### config.mk
export PLATFORM = sky130hd
export DESIGN_NAME = alu_rr_arbiter
export DESIGN_NICKNAME = d
export VERILOG_FILES = /design/src/rtl/alu_rr_arbiter.sv
export SDC_FILE = /design/constraint.sdc
export NUM_CORES = 1
export LEC_CHECK = 0
export BUFFER_PORTS_ARGS = -buffer_cell sky130_fd_sc_hd__buf_2
export CAP_MARGIN = 20
export CORE_ASPECT_RATIO = 2
export CORE_UTILIZATION = 43
export DETAILED_ROUTE_END_ITERATION = 6
export PLACE_DENSITY = 0.79
export SLEW_MARGIN = 20
export SYNTH_ARGS = -nofsm -noshare
export SYNTH_HDL_FRONTEND = slang
export SYNTH_SLANG_ARGS = --single-unit
### constraint.sdc
create_clock -name clk -period 2 [get_ports clk]
set_clock_uncertainty 0.15 [all_clocks]
set_input_delay 0.4 -clock clk [delete_from_list [all_inputs] [get_ports clk]]
set_output_delay 0.4 -clock clk [all_outputs]
set_load 0.005 [all_outputs]
### src/rtl/alu_rr_arbiter.sv
// Round-robin front-end sharing one ALU between two requesters, one operation in flight.
// Optional grant counters are built when ALU_ARB_STATS_EN is defined.
module alu_rr_arbiter #(
    parameter int unsigned DW    = 8,
    parameter int unsigned OPW   = 4
`ifdef ALU_ARB_STATS_EN
    ,
    parameter int unsigned CNT_W = 16
`endif
) (
    input  logic             clk,
    input  logic             rst_n,
`ifdef ALU_ARB_STATS_EN
    input  logic             stats_clr,
    output logic [CNT_W-1:0] grant_cnt0,
    output logic [CNT_W-1:0] grant_cnt1,
`endif
    input  logic [1:0]       req_valid,
    output logic [1:0]       req_ready,
    input  logic [DW-1:0]    req_a0,
    input  logic [DW-1:0]    req_b0,
    input  logic [OPW-1:0]   req_op0,
    input  logic [DW-1:0]    req_a1,
    input  logic [DW-1:0]    req_b1,
    input  logic [OPW-1:0]   req_op1,
    output logic [DW-1:0]    alu_a,
    output logic [DW-1:0]    alu_b,
    output logic [OPW-1:0]   alu_opcode,
    input  logic [DW-1:0]    alu_result,
    input  logic             alu_zero,
    input  logic             alu_carry,
    output logic             rsp_valid,
    input  logic             rsp_ready,
    output logic             rsp_id,
    output logic [DW-1:0]    rsp_result,
    output logic             rsp_zero,
    output logic             rsp_carry,
    output logic             busy
);

    typedef enum logic [1:0] {
        S_IDLE  = 2'd0,
        S_ISSUE = 2'd1,
        S_RESP  = 2'd2
    } state_e;

    state_e         state_q, state_d;
    logic           rr_last_q, rr_last_d;
    logic [DW-1:0]  alu_a_q, alu_a_d;
    logic [DW-1:0]  alu_b_q, alu_b_d;
    logic [OPW-1:0] alu_op_q, alu_op_d;
    logic           rsp_valid_q, rsp_valid_d;
    logic           rsp_id_q, rsp_id_d;
    logic [DW-1:0]  rsp_result_q, rsp_result_d;
    logic           rsp_zero_q, rsp_zero_d;
    logic           rsp_carry_q, rsp_carry_d;
    logic           busy_q, busy_d;
    logic           grant_vld;
    logic           grant_id;

    // Next-state, grant selection and capture logic
    always_comb begin
        state_d      = state_q;
        rr_last_d    = rr_last_q;
        alu_a_d      = alu_a_q;
        alu_b_d      = alu_b_q;
        alu_op_d     = alu_op_q;
        rsp_valid_d  = rsp_valid_q;
        rsp_id_d     = rsp_id_q;
        rsp_result_d = rsp_result_q;
        rsp_zero_d   = rsp_zero_q;
        rsp_carry_d  = rsp_carry_q;
        grant_vld    = 1'b0;
        grant_id     = 1'b0;
        req_ready    = 2'b00;

        case (state_q)
            S_IDLE: begin
                if (req_valid != 2'b00) begin
                    grant_vld = 1'b1;
                    grant_id  = (req_valid == 2'b11) ? ~rr_last_q : req_valid[1];
                    req_ready = grant_id ? 2'b10 : 2'b01;
                    alu_a_d   = grant_id ? req_a1  : req_a0;
                    alu_b_d   = grant_id ? req_b1  : req_b0;
                    alu_op_d  = grant_id ? req_op1 : req_op0;
                    rsp_id_d  = grant_id;
                    rr_last_d = grant_id;
                    state_d   = S_ISSUE;
                end
            end
            S_ISSUE: begin
                // Carry is only meaningful for ADD (0) and SUB (1)
                rsp_result_d = alu_result;
                rsp_zero_d   = alu_zero;
                rsp_carry_d  = alu_carry & (alu_op_q[OPW-1:1] == '0);
                rsp_valid_d  = 1'b1;
                state_d      = S_RESP;
            end
            S_RESP: begin
                if (rsp_ready) begin
                    rsp_valid_d = 1'b0;
                    state_d     = S_IDLE;
                end
            end
            default: state_d = S_IDLE;
        endcase

        busy_d = (state_d != S_IDLE);
    end

`ifdef ALU_ARB_STATS_EN
    logic [CNT_W-1:0] cnt0_q, cnt0_d;
    logic [CNT_W-1:0] cnt1_q, cnt1_d;

    // Saturating grant counters; clear has priority
    always_comb begin
        cnt0_d = cnt0_q;
        cnt1_d = cnt1_q;
        if (stats_clr) begin
            cnt0_d = '0;
            cnt1_d = '0;
        end else if (grant_vld) begin
            if (!grant_id && (cnt0_q != '1)) cnt0_d = cnt0_q + CNT_W'(1);
            if (grant_id  && (cnt1_q != '1)) cnt1_d = cnt1_q + CNT_W'(1);
        end
    end

    always_ff @(posedge clk or negedge rst_n) begin
        if (!rst_n) begin
            cnt0_q <= '0;
            cnt1_q <= '0;
        end else begin
            cnt0_q <= cnt0_d;
            cnt1_q <= cnt1_d;
        end
    end

    assign grant_cnt0 = cnt0_q;
    assign grant_cnt1 = cnt1_q;
`endif

    always_ff @(posedge clk or negedge rst_n) begin
        if (!rst_n) begin
            state_q      <= S_IDLE;
            rr_last_q    <= 1'b1;
            alu_a_q      <= '0;
            alu_b_q      <= '0;
            alu_op_q     <= '0;
            rsp_valid_q  <= 1'b0;
            rsp_id_q     <= 1'b0;
            rsp_result_q <= '0;
            rsp_zero_q   <= 1'b0;
            rsp_carry_q  <= 1'b0;
            busy_q       <= 1'b0;
        end else begin
            state_q      <= state_d;
            rr_last_q    <= rr_last_d;
            alu_a_q      <= alu_a_d;
            alu_b_q      <= alu_b_d;
            alu_op_q     <= alu_op_d;
            rsp_valid_q  <= rsp_valid_d;
            rsp_id_q     <= rsp_id_d;
            rsp_result_q <= rsp_result_d;
            rsp_zero_q   <= rsp_zero_d;
            rsp_carry_q  <= rsp_carry_d;
            busy_q       <= busy_d;
        end
    end

    assign alu_a      = alu_a_q;
    assign alu_b      = alu_b_q;
    assign alu_opcode = alu_op_q;
    assign rsp_valid  = rsp_valid_q;
    assign rsp_id     = rsp_id_q;
    assign rsp_result = rsp_result_q;
    assign rsp_zero   = rsp_zero_q;
    assign rsp_carry  = rsp_carry_q;
    assign busy       = busy_q;

endmodule

Word level (Yosys, flattened, before mapping) --
Cells that the tools add are included.
Storage, ports and cells: register bits 36, output and inout bits 35
Operators by class: muxes and demuxes 12, bitwise logic cells 2, reductions and logical operators 7, eq/ne operators 4
Operator list (number):
- 8-bit 2-to-1 mux | 2
- 2-bit 2-to-1 mux | 5
- 2-bit one-hot mux with 3 select lines | 1
- 2-bit nonzero test | 3
- 2-bit == test (second input constant) | 2
- 4-bit 2-to-1 mux | 1
- 2-bit AND reduction | 2
- 3-bit logical NOT | 1
- 2-bit by 1-bit == test with 1-bit output (second input constant) | 1
- 2-bit logical NOT | 1
- 1-bit 2-to-1 mux | 2
- 2-bit != test (second input constant) | 1
- 1-bit one-hot mux with 2 select lines | 1
- 1-bit AND | 1
- 1-bit NOT | 1

Depth between registers and ports, before layout --
Gate-level depths: netlist of run 1.
word-level depth 5, depth in mapped cells 5

Worst setup path after synthesis of run 1 --
OpenSTA, ideal clock, no wires.
path kind register to output, start register rr_last_q, end output port req_ready[0], arrival time 947 ps, data required time 1450 ps, buffers on the path 1, path slack 503 ps, cell stages (with the launch flop) 4, cell sequence dfstp_2 a21bo_2 and3_4 buf_6
Between the ends: cells in the longest elaborated chain, start to end 5
RTL lines:
- start, declared | RTL line 48 | logic rr_last_q, rr_last_d;
- start signal, assigned | RTL line 157 | rr_last_q <= rr_last_d;
- 1-bit NOT | RTL line 81 | grant_id = (req_valid == 2'b11) ? ~rr_last_q : req_valid[1];
- 1-bit 2-to-1 mux | RTL line 81
- 2-bit 2-to-1 mux | RTL line 82 | req_ready = grant_id ? 2'b10 : 2'b01;
- 2-bit 2-to-1 mux | RTL line 79 | if (req_valid != 2'b00) begin
- 2-bit 2-to-1 mux | RTL line 77 | case (state_q)
- end, declared | RTL line 19 | output logic [1:0] req_ready,
No other way between the ends.

Final worst setup path of run 1 --
Same ends and word-level chain as after synthesis.

==> flow_summary_export.csv, run 1 <==
group,metric,value,unit
run_status,status,"completed",
clock_network,clock_path_buffers,2,
global_route,grt_max_degree,37,
pwr,pwr-share-clk,16.8,%
clock_network,cts_sinks,36,
worst_setup_path,slowest_stage,"dfstp_2",
synth,syn_area,1540,um2
pwr,power_switching_share,34.59,%
pwr,p_int,2.066,mW
worst_setup_path,worstPathCellList,"a21bo_4 > and3_4 > buf_2",
clock_network,insertion_delay,290,ps
routing,drtAntennaViolNets,0,
pwr,pwr_density_cell,1479,nW/um2
sta,rsz0062_at_grt,"no",
sta,worst_hold_slack,28.08,ps
die,dieArea,3840,um2
worst_setup_path,crit_buf_inv,1,
sta,hold_viol,0,
synth,synth.distinct_cells,26,
sta,tns,0,ps
routing,first_pass_iters,4,
routing,num_vias,1446,
global_route,antenna_found_initial,0,
clock_network,cts-buffers-inserted,5,
global_route,grt_pass1_vias,1424,
placement,place_congestion,0.7347,
placement,io_buffer_count,89,
pwr,ir_worst_vdd,0.0007747,V
placement,place_inst,269,
worst_hold_path,hold_path.class,"in2async",
sta,slew_headroom,49.18,%
routing,viasPerCell,5.201,
clock_network,clk_pin_slew,70,ps
pwr,comb_power_share,41.3,%
cells_and_area,final_layout_size_suffix_gt1_share,51.74,%
clock_network,cts_tree,"done",
routing,wl_per_cell,13.78,um
cells_and_area,fin_util,62.53,%
sta,setup_viol,0,
placement,place_hpwl,2900,um
synth,syn_nets,192,
die,rows,30,
cells_and_area,instances_no_fill,278,
synth,yosysSeqAreaShare,58.57,%
sta,post-route-min-period,1948,ps
routing,wirelength,3831,um
sta,worst_pin_slew,762.4,ps
placement,pre_cts_ws,62.74,ps
worst_setup_path,required,1450,ps
cells_and_area,antenna_cells,0,
global_route,track_usage,21.00,%
synth,synth_warnings,0,
clock_network,h-tree-depth,2,
sta,layout_setup_ws,51.60,ps
pwr,pwr-share-seq,41.8,%
die,core_area,3416,um2
worst_setup_path,critical_path_class,"reg2out",
worst_setup_path,cp.arrival,1400,ps
worst_setup_path,cp_max_fo,12,
pwr,p_sw,1.092,mW
clock_network,hold_buffers,0,
worst_setup_path,start_kind,"flip-flop",
synth,synthCells,137,
cells_and_area,layout.nets,284,
pwr,leakagePower,1.130,nW
routing,drc,0,
die,die_y,86.64,um
synth,avgSynthCellArea,11.24,um2
cells_and_area,area_growth,38.67,%
die,pin_count,90,
sta,fmax,0.5132,GHz
clock_network,cts_root_buf,"clkbuf_8",
routing,drtIter0Drc,27,
worst_setup_path,cpPeakStageDelay,570,ps
synth,synth-seq-cells,36,
die,initial_core_util,45.09,%
flow_run,cap_violations,0,
sta,slew_viol_final,0,
global_route,grt_first_pass_wirelength,5982,um
die,fp.dieW,44.32,um
global_route,overflow,0,
worst_setup_path,endpoint_kind,"output pin",
sta,final.period_utilization,97.42,%
worst_setup_path,critPathTopFamily,"flip-flops",
-- cells in the final DEF, fill, tap and decap left out, drive strengths merged --
cell type,n
a21bo,1
a21boi,1
a21o,2
a21oi,11
a221o,10
a31oi,10
and3,11
buf,95
clkbuf,6
clkinv,2
dfrtp,35
dfstp,1
inv,2
mux2,9
nand2,24
nand2b,1
nand3,1
nor2,3
nor3,1
o21ai,2
or2,1
or4b,1
-- kinds of logic (layout without fill, tap and decap cells) --
kind of cell	count (synthesis)	in the layout	synth area share [%]
and+or+nand+nor	43	43	13.65
buffers and inverters	12	105	4.305
muxes	9	9	6.580
DFF	36	36	58.57
AOI/OAI and AO/OA	37	37	16.90
-- final cells by class --
class / instances / area [um2]
Timing Repair Buffer: 95 / 490.5
Inverter: 2 / 7.507
Fill cell: 313 / 1280
Clock buffer: 6 / 82.58
Multi-Input combinational cell: 89 / 583.1
Tap cell: 48 / 60.06
Sequential cell: 36 / 902.1
Clock inverter: 2 / 10.01
-- worst reg2reg max path: stages (launching register included) --
cell	delay, ps
dfrtp_1	440
nor2_2	270
nand2_1	380
a221o_1	470
-- cells in the mapped netlist, drive strengths merged --
library cell,count,share of area [%]
dfrtp,35,57
dfstp,1,1.7
clkbuf,4,1.1
nor2,3,0.89
or2,1,0.41
nand2b,1,0.41
a21bo,1,0.65
buf,6,2.7
a21boi,1,0.49
o21ai,2,0.65
or4b,1,0.65
a21oi,11,3.6
a31oi,10,4.1
and3,11,4.8
mux2,9,6.6
nand2,24,5.8
a221o,10,6.5
nor3,1,0.32
inv,2,0.49
a21o,2,0.97
nand3,1,0.32
-- layer usage --
layer | global-route usage, % | up-vias | wire length, um
met5 | 0 | - | 0
met4 | 9.642 | 0 | 58
met3 | 5.208 | 7 | 229
met2 | 36.90 | 74 | 2153
met1 | 22.59 | 682 | 1389
li1 | - | 683 | -
-- metrics by stage --
step | power [mW] | instance area (um2)
floorplan | 2.077 | 1540
global placement | 2.576 | 2024
detailed placement | 2.621 | 2024
CTS | 3.171 | 2131
global route | 3.387 | 2136
finish | 3.158 | 2136
-- repair_timing --
item / 4_1_cts / 5_1_grt
setup endpoints to repair: 1 / 3
resized for setup: 1 / 2
endpoints found under the hold margin: 0 / 0
buffers inserted: 1 / 0
-- worst paths after layout --
| kind | start | end | slack [ps] | depth (start not counted) |
|---|---|---|---|---|
| worst max-delay path | rr_last_q | req_ready[0] | 50 | 3 |
| worst min-delay path | rst_n | alu_b[4] | 30 | 1 |
| worst max register to register | state_q[1] | alu_a[0] | 180 | 3 |
| worst min register to register | rsp_carry | rsp_carry | 330 | 2 |
| max in group asynchronous | rst_n | rsp_result[3] | 1180 | 1 |
| min in group clk | alu_result[7] | rsp_result[7] | 190 | 2 |
-- sequential cells by signal, summed over array words and instances, names as in the netlist --
signal	cells
alu_a	8
alu_b	8
alu_opcode	4
busy	1
rr_last_q	1
rsp_carry	1
rsp_id	1
rsp_result	8
rsp_valid	1
rsp_zero	1
state_q	2
-- power by group through the flow --
stage | combinational [mW] | sequential [mW] | clock (mW)
floorplan | 0.738 | 1.34 | 0
global placement | 1.26 | 1.32 | 0
detailed placement | 1.30 | 1.32 | 0
CTS | 1.31 | 1.32 | 0.540
global route | 1.45 | 1.37 | 0.569
finish | 1.31 | 1.32 | 0.532
Power figures use the tool's default switching activity.
==> inputs of run 2 (changes only) <==
--- a/config.mk
+++ b/config.mk
@@ -11,6 +11,7 @@
 export CORE_UTILIZATION = 43
 export DETAILED_ROUTE_END_ITERATION = 6
 export PLACE_DENSITY = 0.79
+export SETUP_SLACK_MARGIN = 0.3
 export SLEW_MARGIN = 20
 export SYNTH_ARGS = -nofsm -noshare
 export SYNTH_HDL_FRONTEND = slang
==> run 2 against run 1 <==
  * Count of clock-buffer cells in the layout unchanged
  * Combinational power increased by 7%
  * Via count decreased by 0.41%
  * Total power increased by 3.2%
  * Critical path type unchanged
  * Largest cell class unchanged
  * Largest power group is now combinational logic
==> flow_summary_export.csv, run 2 (synthesis results as in run 1) <==
group,metric,value,unit
global_route,grt_max_degree,37,
global_route,overflow,0,
worst_setup_path,cpPeakStageDelay,380,ps
die,pin_count,90,
routing,wl_per_cell,13.90,um
placement,pre_cts_ws,62.74,ps
global_route,grt_first_pass_wirelength,6147,um
die,die_y,86.64,um
pwr,leakagePower,1.165,nW
worst_setup_path,required,1450,ps
routing,num_vias,1440,
worst_hold_path,hold_path.class,"in2async",
routing,drtAntennaViolNets,0,
cells_and_area,instances_no_fill,284,
worst_setup_path,critical_path_class,"reg2out",
placement,place_congestion,0.7347,
sta,worst_pin_slew,768.1,ps
clock_network,insertion_delay,290,ps
cells_and_area,layout.nets,290,
placement,place_hpwl,2900,um
global_route,antenna_found_initial,0,
routing,viasPerCell,5.070,
die,initial_core_util,45.09,%
die,dieArea,3840,um2
placement,place_inst,269,
clock_network,clk_pin_slew,70,ps
worst_setup_path,r2r_start,"state_q[0]",
sta,final.period_utilization,91.56,%
sta,hold_viol,0,
routing,drc,0,
cells_and_area,area_growth,43.62,%
global_route,grt_pass1_vias,1433,
worst_setup_path,cp_max_fo,2,
pwr,ir_worst_vdd,0.0007756,V
cells_and_area,antenna_cells,0,
sta,fmax,0.5461,GHz
routing,first_pass_iters,4,
sta,post-route-min-period,1831,ps
run_status,status,"completed",
sta,slew_viol_final,0,
clock_network,cts_sinks,36,
worst_setup_path,start_kind,"flip-flop",
sta,slew_headroom,48.79,%
die,fp.dieW,44.32,um
worst_setup_path,r2r_slack,280,ps
worst_setup_path,r2r-end,"alu_a[4]",
flow_run,cap_violations,0,
placement,io_buffer_count,89,
clock_network,clock_path_buffers,2,
die,core_area,3416,um2
worst_setup_path,endpoint_kind,"output pin",
routing,wirelength,3947,um
cells_and_area,final_cell_mix,"88 x buf_2, 34 x dfrtp_1, 24 x nand2_1",
worst_setup_path,r2r.worst_path.cells,3,
sta,tns,0,ps
global_route,track_usage,21.63,%
pwr,pwr_density_cell,1473,nW/um2
cells_and_area,nFillCells,303,
clock_network,cts-buffers-inserted,5,
cells_and_area,layout_commonest_cell,"buf_2",
die,rows,30,
clock_network,h-tree-depth,2,
clock_network,cts_root_buf,"clkbuf_8",
routing,drtIter0Drc,18,
sta,layout_setup_ws,168.7,ps
worst_setup_path,cp.arrival,1280,ps
clock_network,cts_tree,"done",
sta,setup_viol,0,
worst_setup_path,worstPathCellList,"a21bo_4 > buf_12 > nor3_4 > buf_2",
worst_setup_path,slowest_stage,"dfstp_2",
sta,rsz0062_at_grt,"yes",
cells_and_area,final_layout_size_suffix_gt1_share,53.39,%
[run 2: cell types whose count changed in the layout (fill, tap and decap cells not counted), sizes merged]
cell / previous run / this run
buf: 95 / 101
[run 2: layout make-up]
type / instances / area [um2] / share of cell area [%]
clock buffers: 6 / 82.58 / 3.733
clock inverters: 2 / 10.01 / 0.4525
inverters: 2 / 7.507 / 0.3394
multi-input cells: 89 / 594.3 / 26.87
flip-flops and latches: 36 / 903.4 / 40.84
well taps: 48 / 60.06 / 2.715
repair buffers: 101 / 554.3 / 25.06
[run 2: power breakdown]
| group | switching, mW | total [mW] | internal (mW) |
|---|---|---|---|
| Combinational | 0.641 | 1.40 | 0.755 |
| Clock | 0.255 | 0.530 | 0.275 |
| Sequential | 0.227 | 1.33 | 1.11 |
[run 2: how the worst max path moves through the flow]
stage	slack, ps	to	cells after the start	startpoint
floorplan	500	req_ready[0]	3	rr_last_q
global placement	110	alu_a[7]	5	req_valid[1]
detailed placement	60	alu_b[1]	5	req_valid[1]
CTS	170	req_ready[0]	3	rr_last_q
global route	110	req_ready[0]	3	state_q[1]
finish	170	req_ready[1]	4	rr_last_q
[run 2: repair_timing]
item                       CTS  global route
hold buffers                 0             0
setup endpoints to repair   22            31
gates resized for setup      6             1
buffers inserted             5             2
hold endpoints to repair     0             0
pin swaps                    1             1
[run 2: through the flow]
stage	cell area (um2)	util [%]	total power [mW]	hold WS, ps
CTS	2196	64.29	3.254	59.57
finish	2212	64.76	3.259	32.20
global placement	2024	59.27	2.576	310.3
global route	2212	64.76	3.498	99.43
detailed placement	2024	59.27	2.621	320.9
floorplan	1540	-	2.077	-45.59
[run 2: metal layers]
| layer | global-route usage, % | wire length [um] | up-vias | part of all wire, % |
|---|---|---|---|---|
| li1 | - | - | 692 | - |
| met2 | 37.83 | 2246 | 61 | 57 |
| met4 | 9.642 | 59 | 0 | 1.5 |
| met5 | 0 | 0 | - | 0 |
| met3 | 5.417 | 224 | 6 | 5.7 |
| met1 | 23.57 | 1417 | 681 | 36 |
[run 2: worst max-delay path, delay by kind of cell (launching register included)]
family,cells,cell delay (ps)
AO/OA/AOI/OAI,1,220
AND/OR/NAND/NOR,1,130
flip-flops,1,380
buffers and inverters,2,260
